**src/rtl/mem_seq_pkg.sv**
```systemverilog
// Shared types for the memory bus sequencer: FSM state encoding and the
// full-word byte-enable used by instruction fetch.
package mem_seq_pkg;

   typedef enum logic [2:0] {
      IDLE,
      FETCH,
      DREAD,
      DWRITE,
      RESP_IF,
      RESP_DM
   } mem_seq_state_t;

   localparam logic [3:0] BE_WORD = 4'b1111;

endpackage

```
**src/rtl/mem_bus_sequencer.sv**
```systemverilog
// Arbitrates one Avalon-style memory port between instruction fetch and the
// load/store path; one transaction in flight, data requests win ties.
module mem_bus_sequencer
   import mem_seq_pkg::*;
#(
   parameter int TIMEOUT_CYCLES = 0,
   parameter int ADDR_W         = 32
) (
   input  logic              clk,
   input  logic              reset,
   input  logic              if_req,
   input  logic [ADDR_W-1:0] if_addr,
   output logic [31:0]       if_rdata,
   output logic              if_valid,
   input  logic              dm_req,
   input  logic              dm_write,
   input  logic [ADDR_W-1:0] dm_addr,
   input  logic [31:0]       dm_wdata,
   input  logic [3:0]        dm_byteenable,
   output logic [31:0]       dm_rdata,
   output logic              dm_valid,
   output logic              stall,
   output logic              err,
   output logic [ADDR_W-1:0] av_address,
   output logic              av_read,
   output logic              av_write,
   output logic [31:0]       av_writedata,
   output logic [3:0]        av_byteenable,
   input  logic [31:0]       av_readdata,
   input  logic              av_waitrequest
);

   localparam bit TO_EN = (TIMEOUT_CYCLES > 0);
   localparam int CNT_W = TO_EN ? $clog2(TIMEOUT_CYCLES + 1) : 1;
   localparam logic [CNT_W-1:0] CNT_LAST = TO_EN ? CNT_W'(TIMEOUT_CYCLES - 1) : '0;

   mem_seq_state_t   state;
   logic [CNT_W-1:0] wait_cnt;
   logic             timeout_hit;
   logic             unused_addr_lsbs;

   // The requester picks lanes through byte enables; the low address bits are dropped.
   assign unused_addr_lsbs = ^{if_addr[1:0], dm_addr[1:0]};

   assign timeout_hit = TO_EN && av_waitrequest && (wait_cnt == CNT_LAST);
   assign stall       = (if_req | dm_req) & ~(if_valid | dm_valid);

   always_ff @(posedge clk or negedge reset) begin
      if (!reset) begin
         state         <= IDLE;
         wait_cnt      <= '0;
         av_read       <= 1'b0;
         av_write      <= 1'b0;
         av_address    <= '0;
         av_writedata  <= '0;
         av_byteenable <= '0;
         if_rdata      <= '0;
         dm_rdata      <= '0;
         if_valid      <= 1'b0;
         dm_valid      <= 1'b0;
         err           <= 1'b0;
      end else begin
         if_valid <= 1'b0;
         dm_valid <= 1'b0;
         err      <= 1'b0;
         case (state)
            IDLE: begin
               // While a valid is still up the held request is the one just served.
               if (!(if_valid | dm_valid)) begin
                  if (dm_req) begin
                     av_address    <= {dm_addr[ADDR_W-1:2], 2'b00};
                     av_writedata  <= dm_wdata;
                     av_byteenable <= dm_byteenable;
                     wait_cnt      <= '0;
                     if (dm_write) begin
                        av_write <= 1'b1;
                        state    <= DWRITE;
                     end else begin
                        av_read <= 1'b1;
                        state   <= DREAD;
                     end
                  end else if (if_req) begin
                     av_address    <= {if_addr[ADDR_W-1:2], 2'b00};
                     av_writedata  <= '0;
                     av_byteenable <= BE_WORD;
                     wait_cnt      <= '0;
                     av_read       <= 1'b1;
                     state         <= FETCH;
                  end
               end
            end
            FETCH, DREAD, DWRITE: begin
               if (!av_waitrequest) begin
                  wait_cnt <= '0;
                  av_read  <= 1'b0;
                  av_write <= 1'b0;
                  if (state == FETCH) begin
                     state <= RESP_IF;
                  end else if (state == DREAD) begin
                     state <= RESP_DM;
                  end else begin
                     dm_valid <= 1'b1;
                     state    <= IDLE;
                  end
               end else if (timeout_hit) begin
                  // Abort: complete the requester with zero data and flag the error.
                  wait_cnt <= '0;
                  av_read  <= 1'b0;
                  av_write <= 1'b0;
                  err      <= 1'b1;
                  state    <= IDLE;
                  if (state == FETCH) begin
                     if_valid <= 1'b1;
                     if_rdata <= '0;
                  end else begin
                     dm_valid <= 1'b1;
                     if (state == DREAD) dm_rdata <= '0;
                  end
               end else begin
                  wait_cnt <= wait_cnt + 1'b1;
               end
            end
            RESP_IF: begin
               if_rdata <= av_readdata;
               if_valid <= 1'b1;
               state    <= IDLE;
            end
            RESP_DM: begin
               dm_rdata <= av_readdata;
               dm_valid <= 1'b1;
               state    <= IDLE;
            end
            default: state <= IDLE;
         endcase
      end
   end

endmodule

```
**config.mk**
```make
export PLATFORM = sky130hd
export DESIGN_NAME = mem_bus_sequencer
export DESIGN_NICKNAME = d
export VERILOG_FILES = /design/src/rtl/mem_seq_pkg.sv /design/src/rtl/mem_bus_sequencer.sv
export SDC_FILE = /design/constraint.sdc
export NUM_CORES = 1
export LEC_CHECK = 0
export CAP_MARGIN = 20
export CORE_AREA = 2 2 120 122
export DETAILED_ROUTE_END_ITERATION = 7
export DIE_AREA = 0 0 122 124
export GPL_TIMING_DRIVEN = 0
export PLACE_DENSITY = 0.91
export SLEW_MARGIN = 10
export SYNTH_ARGS = -nofsm -noshare
export SYNTH_HDL_FRONTEND = slang
export SYNTH_SLANG_ARGS = --single-unit
```
**constraint.sdc**
```tcl
create_clock -name clk -period 4.8 [get_ports clk]
set_input_delay 0.96 -clock clk [delete_from_list [all_inputs] [get_ports clk]]
set_output_delay 0.96 -clock clk [all_outputs]
set_load 0.02 [all_outputs]
```
---- Yosys cells after proc, flatten, opt, wreduce, memory -nomap -nowiden ----
Cells that the tools add are included.
storage, ports and cells
  register bits after elaboration ......... 139
  input bits .............................. 138
  output and inout bits ................... 138
  word-level logic and storage cells ...... 62
operators by class
  eq/ne operators ......................... 11
  muxes and demuxes ....................... 29
  bitwise logic cells ..................... 4
  reductions and logical operators ........ 8
operators with widths
  operator              count
  $mux W32              4
  $mux W3               6
  $mux W1               13
  $reduce_and A5 Y1     2
  $mux W4               2
  $ne A2 B2 Y1 const B  4
  $eq A3 B2 Y1 const B  2
  $eq A3 B3 Y1 const B  2
  $ne A3 B3 Y1 const B  2
  $pmux W1 S2           3
  $pmux W3 S2           1
  $reduce_and A3 Y1     2
  $reduce_bool A2 Y1    2
  $eq A3 B1 Y1 const B  1
  $logic_not A3 Y1      1
  $reduce_or A3 Y1      1
  $or A1 B1 Y1          2
  $and A1 B1 Y1         1
  $not A1 Y1            1

---- Longest topological paths before layout ----
  word-level depth ........................ 5
  depth in mapped cells ................... 6
  gate-level depth less buffers ........... 3

---- Worst setup path after synthesis ----
OpenSTA, ideal clock, no wires.
  path kind ............................... input to output
  start ................................... input dm_req
  end ..................................... output stall
  arrival ................................. 1,758 ps
  required time ........................... 3,840 ps
  setup slack ............................. 2,082 ps
  stages on the path ...................... 3
  buffers on the path ..................... 1
  cells stage by stage .................... clkbuf_1 nor2_1 nor3_1
on the way
  cells in the longest elaborated chain, start to end .. 2
ends and longest elaborated chain
  what           RTL line                 RTL
  from (decl)    mem_bus_sequencer.sv:15  input logic dm_req,
  $or A1 B1 Y1   mem_bus_sequencer.sv:46  assign stall = (if_req | dm_req) & ~(if_valid | dm_valid);
  $and A1 B1 Y1  mem_bus_sequencer.sv:46
  to (decl)      mem_bus_sequencer.sv:22  output logic stall,
No other way between the ends.

---- Worst setup path after layout ----
  start ................................... input if_req
  end ..................................... output stall
on the way
  cells in the longest elaborated chain, start to end .. 2
ends and longest elaborated chain
  what           RTL line                 RTL
  from (decl)    mem_bus_sequencer.sv:11  input logic if_req,
  $or A1 B1 Y1   mem_bus_sequencer.sv:46
  $and A1 B1 Y1  mem_bus_sequencer.sv:46
No other way between the ends.

==> impl_metrics.ini <==
[final_layout]
fillers = 960
drive_gt1_frac = 0.244
fin_area_um2 = 9370
final_cells = 899
multiInputGateArea_um2 = 2080
syn2layout_area_growth_pct = 61.4
regArea_um2 = 3430
nets = 845

[critical_path]
r2r_start = state[1]
cp_max_fo = 2
path_class = primary input to output port
worstRegToRegCells = 6
cp_num_cells = 4
crit_path_cell_trace = clkdlybuf4s50_1 -> nor2_1 -> nor3_1 -> clkdlybuf4s50_1
worstPathArrival_ns = 2.40
cp_slowest_stage_delay_ns = 0.69
path_buf_inv = 2
crit_path_end_kind = output port
reg2reg_slack_ns = 2.75
start_kind = primary input
startpoint = if_req
cp_slowest_cell = clkdlybuf4s50_1
r2r-end = if_rdata[30]
crit_family = buffers and inverters
critPathMostFrequentCell = clkdlybuf4s50_1
crit_end = stall
critPathRequiredTime_ns = 3.84

[clock_tree]
clkLatencyLatePin_ns = 0.41
cts_tree = done
cts_buffers = 17
clock-root-buffer = clkbuf_16
clockBufferDepth = 2
htreeDepth = 4
cts_hold_buffers = 0
cts_setup_buffers = 0
ctsResizeCount = 0
clk_pin_slew_worst_paths_ns = 0.05
cts_num_sinks = 137

[detailed_routing]
antenna_left = 0
routed_wl_um = 16000
drt_pass1_iterations = 4
drc = 0
wire_per_inst_um = 17.8
vias = 4331
routed_via_density = 4.82
drt-initial-drc-count = 106

[placed_design]
placed_cell_area_um2 = 8740
io_buffers = 267
place_congestion = 0.804
dp_hpwl_um = 12300
dpl.cell_count = 868

[run_status]
outcome = completed

[die]
fp.dieArea_um2 = 15100
start_util = 0.423
rows = 43
core_um2 = 13700
fp.dieH_um = 124
die_w_um = 122
io-pin-count = 276

[global_routing]
grt_overflow_total = 0
grt_usage = 0.210
grt_pass1_vias = 4715
antenna_found_initial = 1
grt_pass1_wl_um = 24100
grt_start_max_net_pins = 86

[power]
vdd_drop_max_mv = 0.421
p_per_area_nw_per_um2 = 713
power_mw = 6.68
cellLeakagePower_nw = 3.97

[sta]
whs_ns = 0.488
setup_viol = 0
relSlewSlack = 0.479
rsz0062_at_grt = no
post-route-period-util = 0.700
fmax_ghz = 0.297
hold_viol_final = 0
worstMarginPinSlew_ns = 0.781
clock_skew_ns = 0.00439
slew_viol_final = 0
fin_crit_ns = 3.36

[synthesis]
synthCells = 418
ys_warn_count = 0
synth_cell_types = 28
syn_area_um2 = 5800
yosysSeqAreaShare = 0.591
avgSynthCellArea_um2 = 13.9
synth_seq_cells = 137

[min_path]
hp-class = flip-flop to flip-flop

[flow_run]
drv_cap = 0
-- cell families after synthesis --
family	share of synthesized area
flip-flops	0.591
XOR/XNOR	0.00151
AO/OA/AOI/OAI	0.00690
other	0.000646
buffers and inverters	0.0511
multiplexers	0.307
AND/OR/NAND/NOR	0.0418
-- metal layers --
metal  part of all wire  vias to the layer above  track usage
li1                   -                     1983            -
met1               0.34                     2129        0.205
met2               0.53                      190        0.392
met3               0.10                       29       0.0870
met4              0.021                        0       0.0833
met5                  0                        -            0
-- worst register-to-register path: cells and delay by family, from the launching register on --
family / cells / cell delay (ns)
simple gates: 2 / 0.36
mux: 1 / 0.40
buf+inv: 3 / 0.82
flops: 1 / 0.35
-- Yosys cell counts --
cell type / n / area share
or3_1: 1 / 0.0011
or4_1: 1 / 0.0013
mux2i_1: 34 / 0.059
clkbuf_1: 9 / 0.0058
buf_1: 2 / 0.0013
buf_2: 6 / 0.0052
nand2_1: 34 / 0.022
o21ai_0: 1 / 0.00086
buf_8: 3 / 0.0078
a21o_1: 1 / 0.0013
dfrtp_1: 137 / 0.59
nor4b_1: 1 / 0.0015
nor2_1: 3 / 0.0019
a21oi_1: 2 / 0.0017
a221oi_1: 1 / 0.0015
nor4_4: 1 / 0.0037
nor2b_1: 3 / 0.0032
nand2b_1: 4 / 0.0043
inv_1: 33 / 0.021
conb_1: 1 / 0.00065
buf_6: 1 / 0.0019
nor3_1: 2 / 0.0017
xnor2_1: 1 / 0.0015
nor4_1: 1 / 0.0011
mux2_2: 127 / 0.25
a22o_1: 1 / 0.0015
buf_4: 6 / 0.0078
mux2_1: 1 / 0.0019
-- cells in the final DEF, fill, tap and decap left out, types with 2 or more instances in the layout --
cell | synthesis | layout
buf_8 | 3 | 3
buf_2 | 6 | 6
conb_1 | 1 | 3
mux2i_1 | 34 | 34
buf_1 | 2 | 2
buf_6 | 1 | 2
clkbuf_8 | 0 | 4
clkbuf_1 | 9 | 10
nand2b_1 | 4 | 4
a21oi_1 | 2 | 2
nor3_1 | 2 | 2
mux2_2 | 127 | 127
inv_1 | 33 | 33
nor2b_1 | 3 | 3
clkbuf_16 | 0 | 17
dfrtp_1 | 137 | 137
clkinv_2 | 0 | 3
nand2_1 | 34 | 34
buf_4 | 6 | 6
clkdlybuf4s50_1 | 0 | 266
nor2_1 | 3 | 3
bufinv_16 | 0 | 4
-- metrics by stage --
step | util | setup slack, ns | TNS, ns
finish | 0.683 | 1.44 | 0
global route | 0.682 | 1.39 | 0
CTS | 0.682 | 1.43 | 0
detailed placement | 0.637 | 1.45 | 0
global placement | 0.635 | -2.24 | -305.82
floorplan | - | 2.08 | 0
-- flip-flops by register name (all words and copies together) (netlist names) --
| signal | count |
|---|---|
| if_valid | 1 |
| av_address | 30 |
| dm_rdata | 32 |
| av_byteenable | 4 |
| state | 3 |
| av_writedata | 32 |
| if_rdata | 32 |
| av_read | 1 |
| dm_valid | 1 |
| av_write | 1 |
-- worst min path at each step --
stage / endpoint / cells after the start / startpoint
CTS: av_write / 1 / av_write
finish: av_write / 1 / av_write
global route: dm_rdata[4] / 1 / dm_rdata[4]
floorplan: state[1] / 1 / state[2]
detailed placement: av_write / 1 / av_write
global placement: av_write / 1 / av_write
-- report_power, final --
| part | switching, mW | total [mW] | internal, mW |
|---|---|---|---|
| logic | 1.53 | 3.27 | 1.74 |
| registers | 0.315 | 2.04 | 1.73 |
| clock network | 0.454 | 1.37 | 0.916 |
-- area by class of cell --
cell class	instances	share of cell area
Tap cell	180	0.0240
Clock buffer	22	0.0517
Timing Repair Buffer	268	0.288
Inverter	33	0.0132
Multi-Input combinational cell	223	0.223
Buffer	27	0.0184
Antenna cell	1	0.000267
Clock inverter	8	0.0152
Sequential cell	137	0.366
Note: power is estimated with default switching activity, not from simulation.
